--- src/rtl/hazard_interlock_if.sv ---
// Signal bundle between the IF/ID, ID/EX control logic and the load-use interlock.
// The pipeline side uses the master modport, the interlock uses the slave modport.
interface hazard_interlock_if #(
   parameter int REG_W = 5,
   parameter int CNT_W = 16
);
   logic [31:0]      instruction;
   logic             id_valid;
   logic [REG_W-1:0] rt_ex;
   logic             mem_to_reg_ex;
   logic             mem_busy;
   logic             branch_flush;
   logic             cnt_clr;
   logic             stop;
   logic             bubble;
   logic             flush_if_id;
   logic [CNT_W-1:0] stall_count;

   modport master (
      output instruction, id_valid, rt_ex, mem_to_reg_ex, mem_busy, branch_flush, cnt_clr,
      input  stop, bubble, flush_if_id, stall_count
   );

   modport slave (
      input  instruction, id_valid, rt_ex, mem_to_reg_ex, mem_busy, branch_flush, cnt_clr,
      output stop, bubble, flush_if_id, stall_count
   );
endinterface

--- src/rtl/hazard_interlock.sv ---
// Load-use interlock for the 5-stage MIPS pipeline. A load in EX whose destination
// feeds the instruction in ID freezes PC/IF-ID and bubbles ID/EX for LOAD_LAT cycles,
// stretched while data memory is busy. A resolved branch squashes IF/ID and cancels
// any stall. A saturating counter records how many cycles the pipe was held.
module hazard_interlock #(
   parameter int REG_W    = 5,
   parameter int LOAD_LAT = 1,
   parameter int CNT_W    = 16,
   parameter int CHECK_RT = 1,
   parameter int SKIP_R0  = 1
) (
   input  logic           clk,
   input  logic           reset,
   hazard_interlock_if.slave bus
);

   typedef enum logic [0:0] {IDLE, STALL} state_t;

   state_t           r_state;
   logic [3:0]       r_cnt;
   logic [CNT_W-1:0] r_stall_count;

   logic [REG_W-1:0] w_rs;
   logic [REG_W-1:0] w_rt;
   logic             w_src_match;
   logic             w_hit;
   logic             w_stop;
   logic             w_unused;

   // Opcode and immediate/funct bits play no part in hazard detection.
   assign w_unused = ^{bus.instruction[31:26], bus.instruction[15:0]};

   // Counter increment that sticks at all-ones instead of wrapping.
   function automatic logic [CNT_W-1:0] sat_inc(input logic [CNT_W-1:0] v);
      return (&v) ? v : v + CNT_W'(1);
   endfunction

   assign w_rs = REG_W'(bus.instruction[25:21]);
   assign w_rt = REG_W'(bus.instruction[20:16]);

   // Load-use hit: EX load destination matches a source of the ID instruction.
   always_comb begin
      w_src_match = (bus.rt_ex == w_rs) || ((CHECK_RT != 0) && (bus.rt_ex == w_rt));
      w_hit       = bus.mem_to_reg_ex && bus.id_valid && w_src_match &&
                    !((SKIP_R0 != 0) && (bus.rt_ex == '0));
   end

   // Stall request: zero-latency on a fresh hit, forced while in STALL, killed by a flush.
   always_comb begin
      w_stop = 1'b0;
      if (!bus.branch_flush) begin
         w_stop = (r_state == STALL) || w_hit;
      end
   end

   assign bus.stop        = w_stop;
   assign bus.bubble      = w_stop;
   assign bus.flush_if_id = bus.branch_flush;
   assign bus.stall_count = r_stall_count;

   // Stall sequencing: cnt counts the remaining base cycles, the last one holds on mem_busy.
   always_ff @(posedge clk) begin
      if (reset) begin
         r_state <= IDLE;
         r_cnt   <= 4'd0;
      end else if (bus.branch_flush) begin
         r_state <= IDLE;
         r_cnt   <= 4'd0;
      end else begin
         case (r_state)
            IDLE: begin
               if (w_hit) begin
                  r_cnt   <= 4'(LOAD_LAT - 1);
                  r_state <= (LOAD_LAT > 1) ? STALL : IDLE;
               end
            end
            STALL: begin
               if (r_cnt > 4'd1) begin
                  r_cnt <= r_cnt - 4'd1;
               end else if (!bus.mem_busy) begin
                  r_cnt   <= 4'd0;
                  r_state <= IDLE;
               end
            end
            default: begin
               r_state <= IDLE;
               r_cnt   <= 4'd0;
            end
         endcase
      end
   end

   // Performance counter of held cycles; clear wins over increment.
   always_ff @(posedge clk) begin
      if (reset || bus.cnt_clr) begin
         r_stall_count <= '0;
      end else if (w_stop) begin
         r_stall_count <= sat_inc(r_stall_count);
      end
   end

endmodule

--- src/flat_wrapper.sv ---
// flat-port wrapper written by rule: the top's interface ports become plain ports
module hazard_interlock_flat 
#(
   parameter int REG_W    = 5,
   parameter int LOAD_LAT = 1,
   parameter int CNT_W    = 16,
   parameter int CHECK_RT = 1,
   parameter int SKIP_R0  = 1
)
  (clk, reset, bus_instruction, bus_id_valid, bus_rt_ex, bus_mem_to_reg_ex, bus_mem_busy, bus_branch_flush, bus_cnt_clr, bus_stop, bus_bubble, bus_flush_if_id, bus_stall_count);
  hazard_interlock_if #(.REG_W(REG_W), .CNT_W(CNT_W)) bus_i ();
  input  logic clk;
  input  logic reset;
  input wire logic [$bits(bus_i.instruction)-1:0] bus_instruction;
  input wire logic [$bits(bus_i.id_valid)-1:0] bus_id_valid;
  input wire logic [$bits(bus_i.rt_ex)-1:0] bus_rt_ex;
  input wire logic [$bits(bus_i.mem_to_reg_ex)-1:0] bus_mem_to_reg_ex;
  input wire logic [$bits(bus_i.mem_busy)-1:0] bus_mem_busy;
  input wire logic [$bits(bus_i.branch_flush)-1:0] bus_branch_flush;
  input wire logic [$bits(bus_i.cnt_clr)-1:0] bus_cnt_clr;
  output wire logic [$bits(bus_i.stop)-1:0] bus_stop;
  output wire logic [$bits(bus_i.bubble)-1:0] bus_bubble;
  output wire logic [$bits(bus_i.flush_if_id)-1:0] bus_flush_if_id;
  output wire logic [$bits(bus_i.stall_count)-1:0] bus_stall_count;
  assign bus_i.instruction = bus_instruction;
  assign bus_i.id_valid = bus_id_valid;
  assign bus_i.rt_ex = bus_rt_ex;
  assign bus_i.mem_to_reg_ex = bus_mem_to_reg_ex;
  assign bus_i.mem_busy = bus_mem_busy;
  assign bus_i.branch_flush = bus_branch_flush;
  assign bus_i.cnt_clr = bus_cnt_clr;
  assign bus_stop = bus_i.stop;
  assign bus_bubble = bus_i.bubble;
  assign bus_flush_if_id = bus_i.flush_if_id;
  assign bus_stall_count = bus_i.stall_count;
  hazard_interlock #(.REG_W(REG_W), .LOAD_LAT(LOAD_LAT), .CNT_W(CNT_W), .CHECK_RT(CHECK_RT), .SKIP_R0(SKIP_R0)) u_core (.clk(clk), .reset(reset), .bus(bus_i));
endmodule
--- config.mk ---
export PLATFORM = sky130hd
export DESIGN_NAME = hazard_interlock_flat
export DESIGN_NICKNAME = d
export VERILOG_FILES = /design/src/rtl/hazard_interlock_if.sv /design/src/rtl/hazard_interlock.sv /design/src/flat_wrapper.sv
export SDC_FILE = /design/constraint.sdc
export NUM_CORES = 1
export LEC_CHECK = 0
export ABC_AREA = 1
export CAP_MARGIN = 10
export CORE_MARGIN = 2
export CORE_UTILIZATION = 40
export DETAILED_ROUTE_END_ITERATION = 7
export PLACE_DENSITY = 0.81
export SLEW_MARGIN = 10
export SYNTH_ARGS = -nofsm -noshare
export SYNTH_HDL_FRONTEND = slang
export SYNTH_SLANG_ARGS = --single-unit
--- constraint.sdc ---
create_clock -name clk -period 2.4 [get_ports clk]
set_input_delay 0.24 -clock clk [delete_from_list [all_inputs] [get_ports clk]]
set_output_delay 0.24 -clock clk [all_outputs]
set_load 0.02 [all_outputs]
==> report_table.html, run 1 <==
<table>
<tr><th>Metric</th><th>Value</th></tr>
<tr><th colspan="2">Status</th></tr>
<tr><td>Outcome</td><td>finished, final reports clean</td></tr>
<tr><th colspan="2">Drt</th></tr>
<tr><td>Length of the first detailed-routing pass in iterations</td><td>4</td></tr>
<tr><td>Via-per-instance ratio</td><td>4.68</td></tr>
<tr><td>First DRT Iteration DRCs</td><td>65</td></tr>
<tr><td>Routed length per placed instance</td><td>9.70 um</td></tr>
<tr><td>Met3 wire length</td><td>195 um</td></tr>
<tr><td>Wire length on met2</td><td>1.63 mm</td></tr>
<tr><td>Total number of vias</td><td>1710</td></tr>
<tr><td>Top layer in use</td><td>met4</td></tr>
<tr><td>Wire length on met1</td><td>1.66 mm</td></tr>
<tr><td>Post-DRT Antenna Nets</td><td>0</td></tr>
<tr><td>Detailed Route WL</td><td>3.54 mm</td></tr>
<tr><td>Total DRC errors in the routed layout</td><td>0</td></tr>
<tr><th colspan="2">Finish</th></tr>
<tr><td>Register Area</td><td>420 sq um</td></tr>
<tr><td>Final std cell area, no fill</td><td>2100 sq um</td></tr>
<tr><td>Count of fill cells added during filler insertion</td><td>398</td></tr>
<tr><td>Area of the multi-input gates</td><td>912 sq um</td></tr>
<tr><td>Layout overhead on the synthesized area</td><td>28.2%</td></tr>
<tr><td>Final cell count without fillers</td><td>365</td></tr>
<tr><td>Layout cell share with drive strength beyond 1</td><td>7.94%</td></tr>
<tr><td>Number of antenna cells inserted</td><td>0</td></tr>
<tr><td>Number of nets at the end of the flow</td><td>363</td></tr>
<tr><th colspan="2">Die</th></tr>
<tr><td>Die Width</td><td>68.0 um</td></tr>
<tr><td>Die height</td><td>68.0 um</td></tr>
<tr><td>Starting utilization of the core area</td><td>41.3%</td></tr>
<tr><td>IO Pins</td><td>63</td></tr>
<tr><td>Standard-cell row count</td><td>23</td></tr>
<tr><td>Core area</td><td>3970 sq um</td></tr>
<tr><td>Die ar.</td><td>4630 sq um</td></tr>
<tr><th colspan="2">STA</th></tr>
<tr><td>Maximum achievable frequency</td><td>0.510 GHz</td></tr>
<tr><td>Final Hold Viols</td><td>0</td></tr>
<tr><td>Period utilisation layout</td><td>81.7%</td></tr>
<tr><td>Number of pins exceeding their max-slew limit in the final report</td><td>0</td></tr>
<tr><td>Actual transition at the worst max-transition pin</td><td>0.615 ns</td></tr>
<tr><td>Final setup violation count</td><td>0</td></tr>
<tr><td>Setup Total Neg Slack</td><td>0 ns</td></tr>
<tr><td>Minimum period implied by the final worst setup slack</td><td>1.96 ns</td></tr>
<tr><td>Clock Skew</td><td>0.000935 ns</td></tr>
<tr><td>Unrepaired setup endpoints after global routing</td><td>no</td></tr>
<tr><td>Worst-case headroom to the max-slew limit</td><td>58.9%</td></tr>
<tr><th colspan="2">Yosys</th></tr>
<tr><td>Fraction of the yosys area taken by sequential cells</td><td>25.6%</td></tr>
<tr><td>Number of distinct library cell variants in the gate-level netlist after synthesis</td><td>22</td></tr>
<tr><td>Synthesized Nets</td><td>324</td></tr>
<tr><td>Yosys top cell area share</td><td>25.6%</td></tr>
<tr><td>Top post-synthesis cells by area</td><td>sky130_fd_sc_hd__dfxtp_1 (26%), sky130_fd_sc_hd__nand2_1 (16%), sky130_fd_sc_hd__inv_1 (14%)</td></tr>
<tr><td>Synthesized area per cell</td><td>5.92 sq um</td></tr>
<tr><td>Mapped cell area</td><td>1640 sq um</td></tr>
<tr><td>Number of synthesis warnings</td><td>0</td></tr>
<tr><td>Most area-hungry cell type in the Yosys netlist</td><td>sky130_fd_sc_hd__dfxtp_1</td></tr>
<tr><td>Yosys reg bits</td><td>21</td></tr>
<tr><td>Gate count of the mapped netlist</td><td>277</td></tr>
<tr><th colspan="2">Worst hold path</th></tr>
<tr><td>Capture endpoint of the worst hold path</td><td>u_core.r_state</td></tr>
<tr><td>Class of the most critical hold timing path</td><td>flip-flop to flip-flop</td></tr>
<tr><td>Worst Hold Launch</td><td>u_core.r_state</td></tr>
<tr><td>Hold depth</td><td>2</td></tr>
<tr><th colspan="2">Clock tree</th></tr>
<tr><td>Clock sink total</td><td>21</td></tr>
<tr><td>Clock insertion delay at the later pin of the skew report</td><td>0.26 ns</td></tr>
<tr><td>Clock H-tree levels</td><td>1</td></tr>
<tr><td>Buffer type at the clock tree root</td><td>sky130_fd_sc_hd__clkbuf_8</td></tr>
<tr><td>Hold-fix buffers at CTS</td><td>0</td></tr>
<tr><td>Clock edge transition at the registers on the reported setup and hold paths</td><td>0.07 ns</td></tr>
<tr><td>Clock tree from TritonCTS</td><td>done</td></tr>
<tr><td>Maximum buffer depth of the clock tree</td><td>2</td></tr>
<tr><td>Post-CTS setup buffer count</td><td>0</td></tr>
<tr><td>Inserted Clock Buffers</td><td>3</td></tr>
<tr><th colspan="2">Worst setup path</th></tr>
<tr><td>Reg-to-reg startpoint</td><td>u_core.bus.stall_count[0]</td></tr>
<tr><td>Category of the worst setup path capture point</td><td>output port</td></tr>
<tr><td>FF-to-FF setup slack</td><td>0.65 ns</td></tr>
<tr><td>Required arrival time at the worst endpoint</td><td>2.16 ns</td></tr>
<tr><td>Cell-by-cell listing of the critical path</td><td>clkdlybuf4s50_1 &gt; inv_2 &gt; nand2_1 &gt; nand2_1 &gt; nor2_1 &gt; nand3_1 &gt; nand2_2 &gt; nand2_2 &gt; a21oi_1 &gt; dlymetal6s2s_1</td></tr>
<tr><td>Arr. time, crit path</td><td>1.72 ns</td></tr>
<tr><td>Highest-delay cell along the critical path</td><td>sky130_fd_sc_hd__clkdlybuf4s50_1</td></tr>
<tr><td>Crit path launch type</td><td>input port</td></tr>
<tr><td>Worst Path Max Fanout</td><td>4</td></tr>
<tr><td>Worst r2r dst</td><td>u_core.bus.stall_count[4]</td></tr>
<tr><td>FF-to-FF path depth</td><td>12</td></tr>
<tr><td>Biggest cell delay along the critical path</td><td>0.54 ns</td></tr>
<tr><td>Critical setup path kind</td><td>input port to output port</td></tr>
<tr><th colspan="2">GRT</th></tr>
<tr><td>Total Routing Usage GR</td><td>16.4%</td></tr>
<tr><td>Antenna violations before repair</td><td>0</td></tr>
<tr><td>Vias in the first global route</td><td>1478</td></tr>
<tr><td>Pin count of the biggest net entering global routing</td><td>32</td></tr>
<tr><td>First-pass GRT wire length</td><td>6.02 mm</td></tr>
<tr><td>Remaining global-route overflow</td><td>0</td></tr>
<tr><th colspan="2">Place</th></tr>
<tr><td>Port Buf Inserts</td><td>40</td></tr>
<tr><td>RePlAce Congestion</td><td>0.815</td></tr>
<tr><td>Placed wire-length estimate</td><td>2.68 mm</td></tr>
<tr><td>Number of placed instances with taps included</td><td>361</td></tr>
<tr><td>Placed cell area</td><td>2050 sq um</td></tr>
<tr><th colspan="2">Pwr</th></tr>
<tr><td>Total power divided by cell area</td><td>327 nW/um^2</td></tr>
<tr><td>IR drop worst, VDD</td><td>0.246 mV</td></tr>
<tr><td>Pleak</td><td>0.916 nW</td></tr>
<tr><th colspan="2">Run</th></tr>
<tr><td>Max cap viols</td><td>0</td></tr>
</table>
-- layout make-up --
cell class              instances  area share (%)
repair buffers                 43            20.4
multi-input cells             185            43.4
clock buffers                   4            2.14
flip-flops and latches         21            20.0
inverters                      62            11.1
well taps                      50            2.98
-- state kept, by name (all words and copies together) (netlist names) --
name                    flops
u_core.r_state              1
u_core.r_cnt                4
u_core.bus.stall_count     16
-- through the flow --
stage,hold slack (ns),power (mW),util (%),setup slack [ns]
after CTS,0.476,0.693,52.8,0.0136
after floorplan,0.384,0.413,-,0.766
final,0.470,0.687,52.9,0.438
after global placement,0.463,0.461,51.6,0.0558
after global routing,0.499,0.712,52.9,0.309
after detailed placement,0.465,0.462,51.6,0.0275
-- per-layer routing --
| layer | vias to the layer above | GRT usage (%) |
|---|---|---|
| li1 | 924 | - |
| met2 | 38 | 30.0 |
| met3 | 5 | 2.30 |
| met4 | 0 | 4.50 |
| met5 | - | 0 |
| met1 | 743 | 19.8 |
-- placed cells by master (no fill, tap or decap), drive strengths merged --
cell and n:
nor3 7, or2 1, nand2 76, a21oi 6, dfxtp 21, nand3 26
o21ai 3, inv 62, buf 3, clkbuf 4, nor3b 1, nand4 19
xnor2 3, clkdlybuf4s50 38, nor2 40, dlymetal6s2s 2, ha 3
-- worst max-delay path by stage --
stage | from | end | slack (ns) | cells past startpoint
6_report | bus_rt_ex[4] | bus_bubble | 0.44 | 10
5_1_grt | bus_rt_ex[2] | bus_bubble | 0.31 | 10
4_1_cts | bus_rt_ex[4] | bus_bubble | 0.01 | 10
3_5_place_dp | bus_rt_ex[4] | bus_bubble | 0.03 | 10
3_3_place_gp | bus_rt_ex[4] | bus_stop | 0.06 | 10
2_1_floorplan | u_core.bus.stall_count[0] | u_core.bus.stall_count[10] | 0.77 | 12
-- where the power goes --
group          switching, mW  leakage, nW  internal, mW
Clock                  0.115       0.0228         0.118
Combinational         0.0517        0.724        0.0531
Sequential          0.000441        0.169         0.348
Total                  0.167        0.916         0.520
-- kinds of logic after synthesis --
group,share of synthesized area (%)
xor gates and xnor gates,1.60
adders and majority gates,2.29
buffers and inverters,18.7
and+or+nand+nor,49.0
AOI/OAI and AO/OA,2.75
DFF,25.6
-- critical path: cells and delay by family --
| family | cells | cell delay [ns] |
|---|---|---|
| AOI/OAI and AO/OA | 1 | 0.18 |
| and+or+nand+nor | 6 | 0.46 |
| buffers and inverters | 3 | 0.84 |
-- repair_timing --
item / in CTS / in global routing
gates resized for setup: 0 / 2
endpoints found under the setup margin: 0 / 2
hold endpoints to repair: 0 / 0
-- synthesized netlist by cell type --
library cell / instances
sky130_fd_sc_hd__o21ai_0: 3
sky130_fd_sc_hd__buf_4: 4
sky130_fd_sc_hd__nand3_1: 16
sky130_fd_sc_hd__dfxtp_1: 21
sky130_fd_sc_hd__nand3_2: 10
sky130_fd_sc_hd__or2_2: 1
sky130_fd_sc_hd__ha_1: 3
sky130_fd_sc_hd__nor2_1: 40
sky130_fd_sc_hd__a21oi_1: 6
sky130_fd_sc_hd__inv_1: 59
sky130_fd_sc_hd__buf_12: 1
sky130_fd_sc_hd__nand2_4: 1
sky130_fd_sc_hd__nand2_1: 72
sky130_fd_sc_hd__clkbuf_1: 2
sky130_fd_sc_hd__buf_6: 1
sky130_fd_sc_hd__xnor2_1: 3
sky130_fd_sc_hd__nor3_1: 7
sky130_fd_sc_hd__nor3b_2: 1
sky130_fd_sc_hd__inv_2: 3
sky130_fd_sc_hd__nand2_2: 3
sky130_fd_sc_hd__buf_2: 1
sky130_fd_sc_hd__nand4_1: 19
Note: power is estimated with default switching activity, not from simulation.
==> inputs of run 2 (changes only) <==
--- a/config.mk
+++ b/config.mk
@@ -10,7 +10,7 @@
 export CORE_MARGIN = 2
 export CORE_UTILIZATION = 40
 export DETAILED_ROUTE_END_ITERATION = 7
-export PLACE_DENSITY = 0.81
+export PLACE_DENSITY = 0.84
 export SLEW_MARGIN = 10
 export SYNTH_ARGS = -nofsm -noshare
 export SYNTH_HDL_FRONTEND = slang
==> constraint.sdc (replaced) <==
create_clock -name clk -period 1.8 [get_ports clk]
set_input_delay 0.18 -clock clk [delete_from_list [all_inputs] [get_ports clk]]
set_output_delay 0.18 -clock clk [all_outputs]
set_load 0.02 [all_outputs]
==> report_table.html, run 2 (synthesis gave the netlist of run 1 again) <==
<table>
<tr><th>Metric</th><th>Value</th></tr>
<tr><th colspan="2">Finish</th></tr>
<tr><td>Final std cell area, no fill</td><td>2300 sq um (+9.3%)</td></tr>
<tr><td>Most common cell after layout, fill and taps aside</td><td>sky130_fd_sc_hd__nand2_1</td></tr>
<tr><td>Layout overhead on the synthesized area</td><td>40.1%</td></tr>
<tr><td>Max reg flops</td><td>16 (unchanged)</td></tr>
<tr><td>Number of antenna cells inserted</td><td>0 (unchanged)</td></tr>
<tr><td>Most used cells in the layout excluding fill and tap cells</td><td>sky130_fd_sc_hd__nand2_1 (72), sky130_fd_sc_hd__inv_1 (58), sky130_fd_sc_hd__nor2_1 (38)</td></tr>
<tr><td>Layout cell share with drive strength beyond 1</td><td>14.6% (+6.7 points)</td></tr>
<tr><td>Final cell count without fillers</td><td>378 (+3.6%)</td></tr>
<tr><td>Number of nets at the end of the flow</td><td>376 (+3.6%)</td></tr>
<tr><th colspan="2">Clock tree</th></tr>
<tr><td>Inserted Clock Buffers</td><td>3 (unchanged)</td></tr>
<tr><td>Maximum buffer depth of the clock tree</td><td>2 (unchanged)</td></tr>
<tr><td>Buffer type at the clock tree root</td><td>sky130_fd_sc_hd__clkbuf_8</td></tr>
<tr><td>Clock edge transition at the registers on the reported setup and hold paths</td><td>0.08 ns (about the same)</td></tr>
<tr><td>Clock tree from TritonCTS</td><td>done</td></tr>
<tr><td>Clock sink total</td><td>21 (unchanged)</td></tr>
<tr><td>Clock H-tree levels</td><td>1 (unchanged)</td></tr>
<tr><td>Clock insertion delay at the later pin of the skew report</td><td>0.27 ns (about the same)</td></tr>
<tr><th colspan="2">GRT</th></tr>
<tr><td>Antenna violations before repair</td><td>0 (unchanged)</td></tr>
<tr><td>Pin count of the biggest net entering global routing</td><td>31 (-3.1%)</td></tr>
<tr><td>First-pass GRT wire length</td><td>6.53 mm (+8.5%)</td></tr>
<tr><td>Remaining global-route overflow</td><td>0 (unchanged)</td></tr>
<tr><td>Vias in the first global route</td><td>1619 (+9.5%)</td></tr>
<tr><td>Total Routing Usage GR</td><td>17.7% (+1.4 points)</td></tr>
<tr><th colspan="2">Worst setup path</th></tr>
<tr><td>Highest-delay cell along the critical path</td><td>sky130_fd_sc_hd__clkdlybuf4s50_1</td></tr>
<tr><td>Critical setup path kind</td><td>input port to flip-flop</td></tr>
<tr><td>Crit path launch type</td><td>input port</td></tr>
<tr><td>Cell-by-cell listing of the critical path</td><td>clkdlybuf4s50_1 &gt; nor3_2 &gt; nand3_1 &gt; nand3_1 &gt; inv_1 &gt; nand2_2 &gt; buf_4 &gt; nand2_8 &gt; clkbuf_16 &gt; nand4_1 &gt; nand2_1 &gt; nor2_1</td></tr>
<tr><td>Worst Path Max Fanout</td><td>7 (+3)</td></tr>
<tr><td>Biggest cell delay along the critical path</td><td>0.51 ns (-0.03 ns)</td></tr>
<tr><td>Category of the worst setup path capture point</td><td>flip-flop</td></tr>
<tr><td>Most prevalent standard cell on the critical path</td><td>sky130_fd_sc_hd__nand3_1</td></tr>
<tr><td>Worst Setup EP</td><td>u_core.bus.stall_count[8]</td></tr>
<tr><td>Worst r2r dst</td><td>u_core.bus.stall_count[3]</td></tr>
<tr><td>Required arrival time at the worst endpoint</td><td>2.01 ns (-0.15 ns)</td></tr>
<tr><td>Arr. time, crit path</td><td>1.92 ns (+0.20 ns)</td></tr>
<tr><td>FF-to-FF setup slack</td><td>0.13 ns (-0.52 ns)</td></tr>
<tr><td>FF-to-FF path depth</td><td>12 (unchanged)</td></tr>
<tr><td>Start point of the critical path</td><td>bus_rt_ex[2]</td></tr>
<tr><td>Reg-to-reg startpoint</td><td>u_core.bus.stall_count[1]</td></tr>
<tr><th colspan="2">Drt</th></tr>
<tr><td>Length of the first detailed-routing pass in iterations</td><td>4 (unchanged)</td></tr>
<tr><td>Routed length per placed instance</td><td>10.7 um (+11%)</td></tr>
<tr><td>Via-per-instance ratio</td><td>4.82 (+2.9%)</td></tr>
<tr><td>Met3 wire length</td><td>196 um (+0.51%)</td></tr>
<tr><td>Top layer in use</td><td>met4</td></tr>
<tr><td>Total DRC errors in the routed layout</td><td>0 (unchanged)</td></tr>
<tr><td>Detailed Route WL</td><td>4.06 mm (+15%)</td></tr>
<tr><td>Total number of vias</td><td>1822 (+6.5%)</td></tr>
<tr><td>Post-DRT Antenna Nets</td><td>0 (unchanged)</td></tr>
<tr><td>Wire length on met1</td><td>1.86 mm (+12%)</td></tr>
<tr><td>First DRT Iteration DRCs</td><td>56 (-14%)</td></tr>
<tr><td>Wire length on met2</td><td>1.94 mm (+19%)</td></tr>
<tr><th colspan="2">Die</th></tr>
<tr><td>Core area</td><td>3970 sq um (unchanged)</td></tr>
<tr><td>Die height</td><td>68.0 um (unchanged)</td></tr>
<tr><td>Standard-cell row count</td><td>23 (unchanged)</td></tr>
<tr><td>Die ar.</td><td>4630 sq um (unchanged)</td></tr>
<tr><td>Die Width</td><td>68.0 um (unchanged)</td></tr>
<tr><td>IO Pins</td><td>63 (unchanged)</td></tr>
<tr><td>Starting utilization of the core area</td><td>41.3% (unchanged)</td></tr>
<tr><th colspan="2">Pwr</th></tr>
<tr><td>Total power draw</td><td>0.940 mW (+37%)</td></tr>
<tr><td>IR drop worst, VDD</td><td>0.296 mV (+20%)</td></tr>
<tr><td>Pleak</td><td>1.01 nW (+9.8%)</td></tr>
<tr><td>Total power divided by cell area</td><td>409 nW/um^2 (+25%)</td></tr>
<tr><th colspan="2">Worst hold path</th></tr>
<tr><td>Class of the most critical hold timing path</td><td>flip-flop to flip-flop</td></tr>
<tr><th colspan="2">STA</th></tr>
<tr><td>Minimum period implied by the final worst setup slack</td><td>1.72 ns</td></tr>
<tr><td>Final setup violation count</td><td>0 (unchanged)</td></tr>
<tr><td>Number of pins exceeding their max-slew limit in the final report</td><td>0 (unchanged)</td></tr>
<tr><td>Unrepaired setup endpoints after global routing</td><td>yes</td></tr>
<tr><td>Worst-case headroom to the max-slew limit</td><td>73.2% (+14 points)</td></tr>
<tr><td>Period utilisation layout</td><td>95.4%</td></tr>
<tr><td>Maximum achievable frequency</td><td>0.582 GHz</td></tr>
<tr><td>Final Hold Viols</td><td>0 (unchanged)</td></tr>
<tr><td>Actual transition at the worst max-transition pin</td><td>0.402 ns (-0.213 ns)</td></tr>
<tr><td>Setup Total Neg Slack</td><td>0 ns (unchanged)</td></tr>
<tr><td>Clock Skew</td><td>0.00842 ns (+0.00748 ns)</td></tr>
<tr><th colspan="2">Place</th></tr>
<tr><td>RePlAce Congestion</td><td>0.837 (+2.7%)</td></tr>
<tr><td>Placed cell area</td><td>2120 sq um (+3.4%)</td></tr>
<tr><td>Number of placed instances with taps included</td><td>367 (+1.7%)</td></tr>
<tr><td>Placed wire-length estimate</td><td>2.79 mm (+4.3%)</td></tr>
<tr><td>Port Buf Inserts</td><td>40 (unchanged)</td></tr>
<tr><th colspan="2">Run</th></tr>
<tr><td>Max cap viols</td><td>0 (unchanged)</td></tr>
<tr><th colspan="2">Status</th></tr>
<tr><td>Outcome</td><td>finished, final reports clean</td></tr>
</table>
[run 2: worst min path at each step]
stage | slack [ns] | to | from | cells after the start
6_report | 0.47 | u_core.r_state | u_core.r_state | 2
5_1_grt | 0.49 | u_core.r_state | u_core.r_state | 2
4_1_cts | 0.47 | u_core.r_state | u_core.r_state | 2
3_5_place_dp | 0.46 | u_core.r_state | u_core.r_state | 2
3_3_place_gp | 0.46 | u_core.r_state | u_core.r_state | 2
2_1_floorplan | 0.32 | u_core.r_state | bus_mem_busy | 2
[run 2: cell type report]
| cell class | instances | area (sq um) |
|---|---|---|
| Clock buffer | 3 | 41.3 |
| Clock inverter | 1 | 5.00 |
| Fill cell | 382 | 1680 |
| Inverter | 62 | 235 |
| Multi-Input combinational cell | 186 | 963 |
| Sequential cell | 21 | 420 |
| Tap cell | 50 | 62.6 |
| Timing Repair Buffer | 55 | 568 |
[run 2: stage by stage]
stage                     hold WS (ns)  worst slack [ns]  util (%)
after floorplan                  0.324             0.166         -
after global placement           0.461            -0.358      53.4
after detailed placement         0.463            -0.389      53.4
after CTS                        0.473            0.0559      54.3
after global routing             0.494           -0.0342      57.8
final                            0.470            0.0823      57.8
[run 2: critical path, delay by kind of cell]
kind | cells | cell delay, ns
buffers and inverters | 4 | 0.92
and+or+nand+nor | 8 | 0.83
[run 2: where the power goes]
part | total [mW] | internal (mW) | switching, mW
sequential | 0.465 | 0.465 | 0.000543
combinational | 0.157 | 0.0811 | 0.0764
clock | 0.318 | 0.154 | 0.163
total | 0.940 | 0.700 | 0.240
[run 2: routing by layer]
metal / vias to the layer above / global-route usage, %
met5: - / 0
met3: 8 / 2.30
met1: 814 / 21.6
li1: 951 / -
met2: 49 / 32.0
met4: 0 / 5.75
[run 2: timing repair]
item	CTS	global route
gates resized for setup	8	18
pin swaps	0	1
setup buffers	0	5
endpoints found under the setup margin	2	18
cloned	0	2
hold buffers	0	0
